--- config.mk ---
export PLATFORM = sky130hd
export DESIGN_NAME = traffic_lamp_monitor
export DESIGN_NICKNAME = d
export VERILOG_FILES = /design/src/rtl/traffic_lamp_monitor.sv
export SDC_FILE = /design/constraint.sdc
export NUM_CORES = 1
export LEC_CHECK = 0
export CAP_MARGIN = 10
export CORE_MARGIN = 8
export CORE_UTILIZATION = 56
export DETAILED_ROUTE_END_ITERATION = 7
export DONT_BUFFER_PORTS = 1
export GPL_TIMING_DRIVEN = 0
export PLACE_DENSITY = 0.83
export SYNTH_ARGS = -nofsm -noshare
export SYNTH_HDL_FRONTEND = slang
export SYNTH_SLANG_ARGS = --single-unit
--- constraint.sdc ---
create_clock -name clk -period 2 [get_ports clk]
set_input_delay 0.2 -clock clk [delete_from_list [all_inputs] [get_ports clk]]
set_output_delay 0.2 -clock clk [all_outputs]
set_load 0.03 [all_outputs]
--- src/rtl/traffic_lamp_monitor.sv ---
// Watches the phase code from a traffic controller and drives the lamps.
// Latches a fault on an illegal sequence, an early change or a stuck phase.
module traffic_lamp_monitor #(
  parameter int MIN_DWELL = 4,
  parameter int MAX_DWELL = 200,
  parameter int BLINK_DIV = 2
) (
  input  logic       clk,
  input  logic       reset,
  input  logic [1:0] light,
  input  logic       tick,
  input  logic       fault_clear,
  output logic       lamp_red,
  output logic       lamp_yellow,
  output logic       lamp_green,
  output logic       fault,
  output logic [1:0] fault_code,
  output logic [7:0] dwell_count
);

  localparam logic [7:0] MIN_C  = 8'(MIN_DWELL);
  localparam logic [7:0] MAX_C  = 8'(MAX_DWELL);
  localparam logic [7:0] BDIV_C = 8'(BLINK_DIV);

  localparam logic [1:0] CODE_NONE    = 2'b00;
  localparam logic [1:0] CODE_ILLEGAL = 2'b01;
  localparam logic [1:0] CODE_EARLY   = 2'b10;
  localparam logic [1:0] CODE_STUCK   = 2'b11;

  typedef enum logic [1:0] {IDLE, RUN, FAULT} state_t;

  state_t     state, state_n;
  logic [1:0] cur, cur_n;
  logic [7:0] dwell_n;
  logic [1:0] code_n;
  logic       blink, blink_n;
  logic [7:0] bcnt, bcnt_n;
  logic       red_n, yellow_n, green_n;
  logic [7:0] dwell_inc;
  logic [7:0] bcnt_inc;
  logic [1:0] succ;

  assign dwell_inc = dwell_count + 8'd1;
  assign bcnt_inc  = bcnt + 8'd1;
  assign succ      = cur + 2'd1;

  always_ff @(posedge clk) begin
    if (reset) begin
      state       <= IDLE;
      cur         <= '0;
      dwell_count <= '0;
      blink       <= 1'b0;
      bcnt        <= '0;
      fault       <= 1'b0;
      fault_code  <= CODE_NONE;
      lamp_red    <= 1'b0;
      lamp_yellow <= 1'b0;
      lamp_green  <= 1'b0;
    end else begin
      state       <= state_n;
      cur         <= cur_n;
      dwell_count <= dwell_n;
      blink       <= blink_n;
      bcnt        <= bcnt_n;
      fault       <= (state_n == FAULT);
      fault_code  <= code_n;
      lamp_red    <= red_n;
      lamp_yellow <= yellow_n;
      lamp_green  <= green_n;
    end
  end

  always_comb begin
    state_n = state;
    cur_n   = cur;
    dwell_n = dwell_count;
    code_n  = fault_code;
    blink_n = blink;
    bcnt_n  = bcnt;
    case (state)
      IDLE: begin
        cur_n   = light;
        dwell_n = '0;
        state_n = RUN;
      end
      RUN: begin
        if (light == cur) begin
          if (tick) begin
            dwell_n = dwell_inc;
            if (dwell_inc == MAX_C) begin
              state_n = FAULT;
              code_n  = CODE_STUCK;
            end
          end
        end else if (light != succ) begin
          // Sequence check wins over the dwell check
          state_n = FAULT;
          code_n  = CODE_ILLEGAL;
        end else if (dwell_count < MIN_C) begin
          state_n = FAULT;
          code_n  = CODE_EARLY;
        end else begin
          cur_n   = light;
          dwell_n = '0;
        end
        if (state_n == FAULT) begin
          blink_n = 1'b1;
          bcnt_n  = '0;
        end
      end
      FAULT: begin
        if (fault_clear) begin
          state_n = IDLE;
          code_n  = CODE_NONE;
          blink_n = 1'b0;
          bcnt_n  = '0;
        end else if (tick) begin
          if (bcnt_inc == BDIV_C) begin
            blink_n = ~blink;
            bcnt_n  = '0;
          end else begin
            bcnt_n  = bcnt_inc;
          end
        end
      end
      default: state_n = IDLE;
    endcase
  end

  // Lamps decode the registered state, so they follow one cycle behind it
  always_comb begin
    red_n    = 1'b0;
    yellow_n = 1'b0;
    green_n  = 1'b0;
    case (state)
      RUN: begin
        red_n    = (cur == 2'b00);
        yellow_n = (cur == 2'b01);
        green_n  = (cur == 2'b10);
      end
      FAULT:   red_n = blink;
      default: ;
    endcase
  end

endmodule

==> flow_metrics.tcl <==
set metrics [dict create \
    clock_latency_ns 0.34 \
    hold_viol 0 \
    synth_ff_type "dfxtp_1" \
    dp.cells 245 \
    die_area_um2 5100 \
    holdCritPathClass "in -> reg" \
    ios 20 \
    post_dp_cell_area_um2 1820 \
    die_w_um 71.4 \
    wl_met2_um 2810 \
    grt_pass1_vias 1705 \
    r2r-end "fault_code[1]$_SDFFE_PP0P_" \
    top_layer "met4" \
    regToRegSetupSlack_ns -0.37 \
    h-tree-depth 1 \
    yosysSeqAreaShare_pct 31.5 \
    violations "setup timing" \
    fin_hold_ws_ns 0.0249 \
    wire_per_inst_um 20.4 \
    overflow 0 \
    grt_max_degree 16 \
    power_density_nw_per_um2 989 \
    synth_nets 228 \
    path_max_fanout 4 \
    clkSinkCount 27 \
    ant_nets 0 \
    via_count 1790 \
    required_ns 2.28 \
    dp_hpwl_um 2940 \
    area_delta_synth_final_pct 33.4 \
    slew_violations 0 \
    finalNonFillerCells 270 \
    setup_viol 21 \
    worst_setup_path_end_kind "flop" \
    maxCapViolCount 0 \
    drc 0 \
    cp_data_arrival_time_ns 2.65 \
    cts_tree "yes" \
    status "complete, but fails checks" \
    synth_warnings 0 \
    rows 20 \
    place_ws_ns -0.430 \
    grt_pass1_wl_um 8090 \
    ys_types 50 \
    layout-drive-gt1-share_pct 33.8 \
    clk_pin_slew_ns 0.16 \
    gp_congestion 0.878 \
    wl_met1_um 2270 \
    tns_ns -4.51 \
    start_util_pct 57.7 \
    drt_pass1_iterations 4 \
    fin_ws_ns -0.374 \
    cts_buffers 3 \
    crit-reg2reg-launch "dwell_count[4]$_SDFFE_PP0P_" \
    diodes 0 \
    peakVddDrop_v 0.000844 \
    worst_r2r_path_depth 8 \
    final_nets 254 \
    async_flop_share_pct 0 \
    totalWireLength_um 5510 \
    fmax_ghz 0.421 \
    rsz0062_at_grt "true" \
    grt.total_usage_pct 19.3 \
    met3_wirelength_um 317 \
    max_slew_margin_pct 59.5 \
    min_period_ns 2.37 \
    cp-start-kind "flop" \
    coreArea_um2 2980 \
    antenna_found_initial 0 \
    worstSetupEndpoint "fault_code[1]$_SDFFE_PP0P_" \
    stdcell_area_um2 2290 \
    tightest_slew_ns 0.608 \
    die_height_um 71.4 \
    clock_skew_ns 0.00353 \
    clock_path_buffers 2 \
    crit_start "dwell_count[4]$_SDFFE_PP0P_" \
    vias_per_cell 6.63 \
    cts_root_buffer "clkbuf_4" \
    synth.avg_cell_area_um2 8.10 \
    crit_type "reg -> reg" \
    drt_iter0_drc 137 \
    io_buffers 0 \
    final.period_utilization_pct 119 \
    synthCells 212 \
    synth_area_um2 1720 \
    synth_seq_cells 27 \
    power.leakage_uw 0.000822 \
    synth_edf_count 0 \
    final_cell_mix "16 x a21oi_1, 16 x dfxtp_1, 15 x buf_4" \
]
-- layer usage --
metal	track usage (%)	vias up
li1	-	846
met1	22.1	859
met2	33.7	73
met3	3.77	12
met4	8.55	0
met5	0	-
-- report_power, final --
group          switching (uW)  internal, uW  total [uW]
registers                 130           605         735
clock network             177          75.3         252
logic                     698           583        1280
total                    1000          1260        2270
-- what timing repair did --
action | in CTS | in global routing
endpoints found under the hold margin | 0 | 1
cloned | 1 | 0
hold buffers | 0 | 1
pin swaps | 18 | 11
endpoints found under the setup margin | 19 | 24
buffers inserted | 13 | 7
resized for setup | 33 | 32
-- kinds of logic (layout without fill, tap and decap cells) --
family / after synthesis / in the layout / synth area share [%]
adder cells (fa/ha/maj): 10 / 10 / 7.28
AO/OA/AOI/OAI: 66 / 66 / 26.4
buffers and inverters: 20 / 45 / 4.73
multiplexers: 3 / 3 / 1.75
AND/OR/NAND/NOR: 82 / 82 / 26.3
flip-flops: 27 / 27 / 31.5
XOR/XNOR: 4 / 4 / 2.04
-- state kept, by name, summed over array words and instances, names as in the netlist --
register	cells
bcnt	8
lamp_green	1
lamp_yellow	1
cur	2
blink	1
dwell_count	8
state	2
fault	1
fault_code	2
lamp_red	1
-- worst min path at each step --
stage | from | end | slack [ns] | depth (start not counted)
after floorplan | light[0] | cur[0]$_SDFFE_PP0P_ | 0.35 | 2
after global placement | light[0] | cur[0]$_SDFFE_PP0P_ | 0.35 | 2
after detailed placement | light[1] | cur[1]$_SDFFE_PP0P_ | 0.36 | 2
after CTS | light[1] | cur[1]$_SDFFE_PP0P_ | 0.005 | 2
after global routing | reset | fault$_SDFF_PP0_ | 0.03 | 2
final | reset | fault$_SDFF_PP0_ | 0.02 | 2
-- synthesized netlist by cell type, types with 2 or more instances --
master	number	share of area, %
inv_1	12	2.6
dfxtp_1	27	31
nand2_1	13	2.8
nand4_1	5	1.8
o211ai_1	5	2.2
nand2b_1	3	1.1
ha_1	10	7.3
mux2i_1	3	1.7
and2_1	4	1.5
xnor2_1	3	1.5
a21oi_1	19	5.5
o21ai_0	18	5.2
buf_2	2	0.58
nor3_1	2	0.58
or4_1	7	3.1
and3_1	4	1.5
a31oi_1	2	0.73
or3_1	9	3.3
o41ai_2	2	1.9
nor2_1	15	3.3
o32ai_1	3	1.5
nand3_1	10	2.9
o21a_1	3	1.3
clkbuf_1	5	1.1
-- worst max-delay path, cell delays in order, from the launching register on --
cell and delay (ns):
dfxtp_4 0.46, buf_6 0.14, nand3_4 0.06, or3_4 0.40, a221oi_4 0.34, buf_4 0.18
a21oi_2 0.06, or4_1 0.50, a21oi_1 0.16
-- per-stage QoR --
stage                     total power [uW]  util, %
after floorplan                       1310        -
after global placement                1460     61.3
after detailed placement              1460     61.3
after CTS                             2010     70.8
after global routing                  2360     77.0
final                                 2270     77.0
-- area by class of cell --
type	instances	area, um2
flip-flops and latches	27	577
clock inverters	1	5.00
multi-input cells	165	1370
plain buffers	8	63.8
fillers	195	686
inverters	12	45.0
clock buffers	3	22.5
well taps	33	41.3
repair buffers	21	171
Power figures use the tool's default switching activity.
